<file path="config.mk">
export PLATFORM = sky130hd
export DESIGN_NAME = fetch_stall_control
export DESIGN_NICKNAME = d
export VERILOG_FILES = /design/src/rtl/fetch_stall_control.sv
export SDC_FILE = /design/constraint.sdc
export NUM_CORES = 1
export LEC_CHECK = 0
export ABC_AREA = 1
export CAP_MARGIN = 30
export CORE_ASPECT_RATIO = 1.75
export CORE_UTILIZATION = 51
export CTS_CLUSTER_DIAMETER = 60
export DETAILED_ROUTE_END_ITERATION = 16
export GPL_TIMING_DRIVEN = 0
export MAX_ROUTING_LAYER = met4
export PLACE_DENSITY = 0.95
export SLEW_MARGIN = 30
export SYNTH_ARGS = -nofsm -noshare
export SYNTH_HDL_FRONTEND = slang
export SYNTH_SLANG_ARGS = --single-unit
</file>
<file path="constraint.sdc">
create_clock -name Clk -period 2.5 [get_ports Clk]
set_input_delay 0.625 -clock Clk [delete_from_list [all_inputs] [get_ports Clk]]
set_output_delay 0.625 -clock Clk [all_outputs]
set_load 0.005 [all_outputs]
</file>
<file path="src/rtl/fetch_stall_control.sv">
// Program counter and IF/ID pipeline register with hazard stall, branch redirect,
// stall-cycle accounting and a sticky timeout for over-long stalls.
module fetch_stall_control #(
    parameter logic [31:0] RESET_PC    = 32'h0000_0000,
    parameter int unsigned STALL_LIMIT = 4
) (
    input  logic        Clk,
    input  logic        Reset,
    input  logic        PCWrite,
    input  logic        BranchTaken,
    input  logic [31:0] BranchTarget,
    input  logic [31:0] FetchedInstruction,
    output logic [31:0] PC,
    output logic [31:0] IF_ID_Instruction,
    output logic [31:0] IF_ID_PCPlus4,
    output logic        IF_ID_Valid,
    output logic        BubbleSel,
    output logic [31:0] StallCycles,
    output logic        StallTimeout
);

    typedef enum logic [1:0] {
        RUN   = 2'd0,
        STALL = 2'd1,
        FLUSH = 2'd2
    } fetchState_t;

    localparam logic [3:0] LIMIT = 4'(STALL_LIMIT);

    fetchState_t r_state;
    fetchState_t w_stateNext;

    logic [31:0] r_pc;
    logic [31:0] r_ifIdInstruction;
    logic [31:0] r_ifIdPcPlus4;
    logic        r_ifIdValid;
    logic [31:0] r_stallCycles;
    logic        r_stallTimeout;
    logic [3:0]  r_runCount;

    logic        w_stall;
    logic [31:0] w_pcPlus4;
    logic [3:0]  w_runCountInc;

    // A bubble in Decode cannot stall, and a redirect flushes whatever would stall.
    assign w_stall       = ~PCWrite & r_ifIdValid & ~BranchTaken;
    assign w_pcPlus4     = r_pc + 32'd4;
    assign w_runCountInc = (r_runCount == 4'd15) ? 4'd15 : r_runCount + 4'd1;

    always_comb begin
        w_stateNext = r_state;
        if (BranchTaken) begin
            w_stateNext = FLUSH;
        end else if (w_stall) begin
            w_stateNext = STALL;
        end else begin
            w_stateNext = RUN;
        end
    end

    always_ff @(posedge Clk) begin
        if (Reset) begin
            r_state <= RUN;
        end else begin
            r_state <= w_stateNext;
        end
    end

    always_ff @(posedge Clk) begin
        if (Reset) begin
            r_pc              <= RESET_PC;
            r_ifIdInstruction <= 32'd0;
            r_ifIdPcPlus4     <= 32'd0;
            r_ifIdValid       <= 1'b0;
            r_stallCycles     <= 32'd0;
            r_stallTimeout    <= 1'b0;
            r_runCount        <= 4'd0;
        end else if (BranchTaken) begin
            r_pc              <= BranchTarget;
            r_ifIdInstruction <= 32'd0;
            r_ifIdPcPlus4     <= 32'd0;
            r_ifIdValid       <= 1'b0;
            r_runCount        <= 4'd0;
        end else if (w_stall) begin
            r_stallCycles <= r_stallCycles + 32'd1;
            r_runCount    <= w_runCountInc;
            // Timeout is only reported; the pipeline stays frozen until PCWrite returns.
            if (w_runCountInc == LIMIT) begin
                r_stallTimeout <= 1'b1;
            end
        end else begin
            r_pc              <= w_pcPlus4;
            r_ifIdInstruction <= FetchedInstruction;
            r_ifIdPcPlus4     <= w_pcPlus4;
            r_ifIdValid       <= 1'b1;
            r_runCount        <= 4'd0;
        end
    end

    assign PC                = r_pc;
    assign IF_ID_Instruction = r_ifIdInstruction;
    assign IF_ID_PCPlus4     = r_ifIdPcPlus4;
    assign IF_ID_Valid       = r_ifIdValid;
    assign BubbleSel         = w_stall;
    assign StallCycles       = r_stallCycles;
    assign StallTimeout      = r_stallTimeout;

endmodule

</file>
==> out/results.ini, run 1 <==
[synth]
syn_nets = 1040
yosysWarningCount = 0
ys_dominant_reg_cell = dfxtp_1
ys_seq_area_share_pct = 41.2
avgSynthCellArea_um2 = 6.72
synth.distinct_cells = 37
syn_area_um2 = 6510
synth-edff-count = 0
netlist_instances = 969
ys_ff_latch = 134
async_flop_share_pct = 0

[flow_run]
max-cap-violations = 0

[critical_path]
crit_path_start_kind = input pin
cp_max_fo = 7
cp.required_ps = 1880
critPathArrivalTime_ps = 1670
critPathKind = input pin to output pin
end_kind = output pin

[clock_network]
ctsHoldBuffers = 0
cts_tree = yes
path_clk_slew_ps = 70
clock-sinks = 134
clk_latency_ps = 430
cts_buffer_depth = 2
cts-buffers-inserted = 17
h-tree-depth = 4
cts_root_buf = clkbuf_16

[sta]
setup_viol = 0
hold_viol = 0
min_period_ps = 2300
max-slew-margin-rel_pct = 51.7
rsz0062_at_grt = no
post-route-period-util_pct = 91.8
clock-skew-final_ps = 12.5
slew_violations = 0
fmax_mhz = 436
worstMarginPinSlew_ps = 724

[route]
drc = 0
ant_nets = 0
viasPerCell = 5.47
num_vias = 7476
finalWirelength_um = 23500
wl_per_cell_um = 17.2
first_pass_iters = 5
drtIter0Drc = 676

[floorplanning]
die_y_um = 151
die_area_um2 = 13200
coreArea_um2 = 12400
io_pins = 199
initial_core_util_pct = 52.4
std_cell_rows = 54
die_x_um = 87.4

[cells_and_area]
instances_no_fill = 1366
nets = 1256
layout_common_cells = nand2_1, clkdlybuf4s50_1, nor2_1, dfxtp_1, inv_1
diodes = 0
layout_commonest_cell = nand2_1
stdcell_area_um2 = 9320
area_delta_synth_final_pct = 43.1
drive_above_1_share_pct = 6.59

[grt]
use_met1_pct = 36.4
grt_start_max_net_pins = 18
overflow = 0
grtUsageTotal_pct = 37.3
use_met2_pct = 66.2
grtUsageMet3_pct = 6.38
grt_pass1_vias = 7306
grt_pass1_wl_um = 36000
antenna_found_initial = 0
grt_busiest_layer = met2

[power_and_ir_drop]
vdd_drop_max_mv = 0.448
leakage_nw = 3.95
p_per_area_nw_per_um2 = 599

[place]
hpwl_um = 16900
place_congestion = 0.981
placedInstanceArea_um2 = 8690
placed_cells = 1334
io_buffers = 197

[status]
status = complete, no violations

[hold_path]
worstHoldPathType = flip-flop to flip-flop

==> worst paths after layout <==
kind	from	to	slack, ps	cells after the start
max	PCWrite	BubbleSel	200	5
min	IF_ID_Instruction[12]	IF_ID_Instruction[12]	460	2
max reg2reg	IF_ID_Valid	PC[25]	560	7
min reg2reg	IF_ID_Instruction[12]	IF_ID_Instruction[12]	460	2
==> Yosys cell counts, types with 2 or more instances <==
master / count / area share, %
buf_1: 4 / 0.23
nand2_1: 242 / 14
nand4_1: 11 / 1.1
a22oi_1: 4 / 0.46
nor2_4: 6 / 1.0
inv_1: 117 / 6.7
o21ai_1: 2 / 0.15
a21oi_1: 55 / 4.2
nand3_1: 61 / 4.7
dfxtp_1: 134 / 41
buf_4: 2 / 0.23
ha_1: 3 / 0.58
buf_2: 10 / 0.77
o21bai_1: 13 / 1.5
o221a_2: 3 / 0.52
nor2_2: 9 / 0.86
or2_2: 6 / 0.58
clkbuf_1: 21 / 1.2
nor3b_1: 5 / 0.58
inv_2: 2 / 0.12
xnor2_1: 7 / 0.94
nand2_2: 3 / 0.29
a31oi_1: 7 / 0.67
nor3_1: 7 / 0.54
nor2_1: 137 / 7.9
xor2_1: 12 / 1.6
o21ai_0: 76 / 5.8
==> routing by layer <==
metal	up-vias	part of all wire (%)
met4	0	7.0
met2	391	53
met5	-	0
met3	133	6.9
met1	3433	33
li1	3519	-
==> metrics by stage <==
| step | utilization (%) | setup TNS [ps] | worst slack (ps) | power [mW] | hold WS (ps) |
|---|---|---|---|---|---|
| after floorplan | - | 0 | 636 | 2.57 | 437 |
| after global routing | 74.9 | 0 | 163 | 5.72 | 488 |
| after detailed placement | 69.9 | -1120 | -611 | 2.94 | 451 |
| after global placement | 69.9 | -774 | -597 | 2.93 | 448 |
| after CTS | 74.9 | 0 | 250 | 5.57 | 465 |
| final | 74.9 | 0 | 205 | 5.58 | 461 |
==> critical path, cell delays in order <==
cell,delay [ps]
clkdlybuf4s50_1,420
inv_2,90
nand2_4,110
nor2_4,170
dlygate4sd2_1,250
==> power by group <==
| group | internal (mW) | switching [mW] | leakage, nW | total, mW |
|---|---|---|---|---|
| Clock | 1.59 | 1.07 | 0.289 | 2.66 |
| Combinational | 0.324 | 0.296 | 2.56 | 0.620 |
| Sequential | 2.22 | 0.0846 | 1.10 | 2.30 |
==> cell families (layout without fill, tap and decap cells) <==
family	count (synthesis)	in the layout	share of synthesized area (%)
XOR/XNOR	19	19	2.56
flip-flops	134	134	41.2
AO/OA/AOI/OAI	164	164	13.9
AND/OR/NAND/NOR	491	491	32.2
adder cells (fa/ha/maj)	3	3	0.577
buffers and inverters	158	387	9.53
==> registers in the layout (all words and copies together), names as in the netlist <==
name	flops
StallCycles	32
IF_ID_PCPlus4	32
IF_ID_Instruction	32
StallTimeout	1
PC	32
IF_ID_Valid	1
r_runCount	4
==> layout make-up <==
class                      instances  area [µm²]
buffer                            37         166
clock buffer                      17         425
clock inverter                    15         193
fill                             935        3120
inverter                         120         450
multi-input combinational        677        3210
sequential                       134        2680
tap                              168         210
timing repair buffer             198        1980
==> repair_timing <==
action	CTS	global route
setup endpoints to repair	1	0
gates resized for setup	2	0
setup buffers	1	0
hold endpoints to repair	0	0
Note: power is estimated with default switching activity, not from simulation.
==> inputs of run 2 (changes only) <==
CORE_UTILIZATION = 44   (was 51)
PLACE_DENSITY = 0.87   (was 0.95)
==> out/results.ini, run 2 (synthesized netlist as in run 1, its figures left out) <==
[flow_run]
max-cap-violations = 0  ; unchanged

[critical_path]
crit_path_start_kind = input pin
crit_chain = clkdlybuf4s50_1, inv_2, nand2_4, nor2_4, dlygate4sd2_1
cp_max_fo = 7  ; unchanged
critPathArrivalTime_ps = 1640  ; -30 ps
end_kind = output pin
critPathKind = input pin to output pin
crit_buf_inv = 3  ; unchanged
cp_slowest_cell = clkdlybuf4s50_1
cpPeakStageDelay_ps = 420  ; about the same
worst-r2r-cell-count = 7  ; unchanged
crit_cells = 5  ; unchanged
cp.required_ps = 1880  ; about the same
cp_top_family = buffers and inverters

[floorplanning]
coreArea_um2 = 14400  ; +16%
die_area_um2 = 15300  ; +16%
io_pins = 199  ; unchanged
die_y_um = 163  ; +7.6%
std_cell_rows = 58  ; +7.4%
initial_core_util_pct = 45.1  ; -7.3 points
die_x_um = 93.9  ; +7.5%

[place]
place_congestion = 0.975  ; -0.67%
hpwl_um = 17000  ; +0.56%
placed_cells = 1346  ; +0.90%
placedInstanceArea_um2 = 8710  ; +0.17%
io_buffers = 197  ; unchanged

[cells_and_area]
stdcell_area_um2 = 9390  ; +0.83%
nets = 1256  ; unchanged
area_delta_synth_final_pct = 44.3
layout_common_cells = nand2_1, clkdlybuf4s50_1, nor2_1, dfxtp_1, inv_1
drive_above_1_share_pct = 6.43  ; -0.17 points
layout_commonest_cell = nand2_1
instances_no_fill = 1378  ; +0.88%
diodes = 0  ; unchanged

[sta]
worstMarginPinSlew_ps = 696  ; -28.3 ps
rsz0062_at_grt = no
slew_violations = 0  ; unchanged
finalSetupTns_ps = 0  ; unchanged
clock-skew-final_ps = 11.1  ; -1.37 ps
setup_viol = 0  ; unchanged
fmax_mhz = 442  ; +1.4%
max-slew-margin-rel_pct = 53.6  ; +1.9 points
hold_viol = 0  ; unchanged
post-route-period-util_pct = 90.6  ; -1.2 points
min_period_ps = 2260  ; -30.9 ps

[route]
ant_nets = 0  ; unchanged
finalWirelength_um = 22300  ; -5.5%
drtIter0Drc = 343  ; -49%
drc = 0  ; unchanged
wl_per_cell_um = 16.1  ; -6.3%
num_vias = 7184  ; -3.9%
first_pass_iters = 5  ; unchanged
viasPerCell = 5.21  ; -4.7%

[grt]
grtUsageMet3_pct = 5.79  ; -0.59 points
grt_pass1_wl_um = 34500  ; -4.2%
grt_start_max_net_pins = 18  ; unchanged
antenna_found_initial = 0  ; unchanged
grtUsageTotal_pct = 30.7  ; -6.7 points
overflow = 0  ; unchanged
grt_pass1_vias = 7018  ; -3.9%
use_met1_pct = 29.8  ; -6.7 points
use_met2_pct = 53.7  ; -13 points
grt_busiest_layer = met2

[power_and_ir_drop]
p_per_area_nw_per_um2 = 619  ; +3.3%
leakage_nw = 3.99  ; +1.1%
vdd_drop_max_mv = 0.484  ; +8.1%

[clock_network]
clk_latency_ps = 430  ; about the same
cts_buffer_depth = 2  ; unchanged
cts-buffers-inserted = 17  ; unchanged
ctsHoldBuffers = 0  ; unchanged
path_clk_slew_ps = 60  ; about the same
clock-sinks = 134  ; unchanged
cts_root_buf = clkbuf_16
h-tree-depth = 4  ; unchanged
cts_tree = yes

[status]
status = complete, no violations

[hold_path]
hold_depth = 2  ; unchanged
worstHoldPathType = flip-flop to flip-flop

[run 2: cell types whose count changed in the layout (fill, tap and decap cells not counted)]
cell / before / now
clkbuf_1: 21 / 23
inv_6: 4 / 1
bufinv_16: 3 / 6
clkinv_2: 0 / 1
clkbuf_8: 0 / 2
clkinvlp_4: 4 / 0
inv_8: 1 / 0
[run 2: worst reg2reg max path, cell delays in order, from the launching register on]
cell and delay (ps):
dfxtp_1 420, nand2_4 120, nor2_4 160, buf_4 260, buf_1 500, a21oi_1 160, o21ai_1 110, inv_1 40
[run 2: timing repair]
item                                    in CTS  in global routing
buffers inserted                             1                  0
gates resized for setup                      2                  0
endpoints found under the setup margin       1                  0
[run 2: where the power goes]
part           internal [mW]  total [mW]  switching, mW
Sequential              2.22        2.30         0.0809
Combinational          0.324       0.608          0.285
Clock                   1.93        2.91          0.977
[run 2: per-stage QoR]
step / utilization (%) / power (mW) / hold WS, ps / setup slack, ps
after global routing: 65.0 / 5.98 / 484 / 205
after global placement: 60.3 / 2.93 / 448 / -595
final: 65.0 / 5.82 / 463 / 235
after detailed placement: 60.3 / 2.94 / 455 / -622
after CTS: 65.0 / 5.82 / 464 / 223
after floorplan: - / 2.57 / 437 / 636
[run 2: final cells by class]
type | count | area (µm²)
plain buffers | 37 | 166
clock buffers | 21 | 460
clock inverters | 11 | 220
fillers | 1272 | 5050
inverters | 120 | 450
multi-input cells | 677 | 3210
flip-flops and latches | 134 | 2680
well taps | 180 | 225
repair buffers | 198 | 1980
[run 2: final timing paths]
kind                                       startpoint  slack, ps                     to
worst min register to register  IF_ID_Instruction[29]        460  IF_ID_Instruction[29]
worst max register to register            IF_ID_Valid        620                 PC[19]
worst max-delay path                          PCWrite        240              BubbleSel
worst min-delay path            IF_ID_Instruction[29]        460  IF_ID_Instruction[29]
[run 2: layer usage]
metal	vias up	wire length, µm	part of all wire (%)
met4	0	1510	6.8
met1	3229	7810	35
met2	321	11700	52
li1	3528	-	-
met3	106	1270	5.7
met5	-	0	0
==> inputs of run 3 (changes only) <==
TNS_END_PERCENT = 100   (was not set)
==> results of run 3 <==
No change in the layout: final DEF, timing and power equal those of run 2.
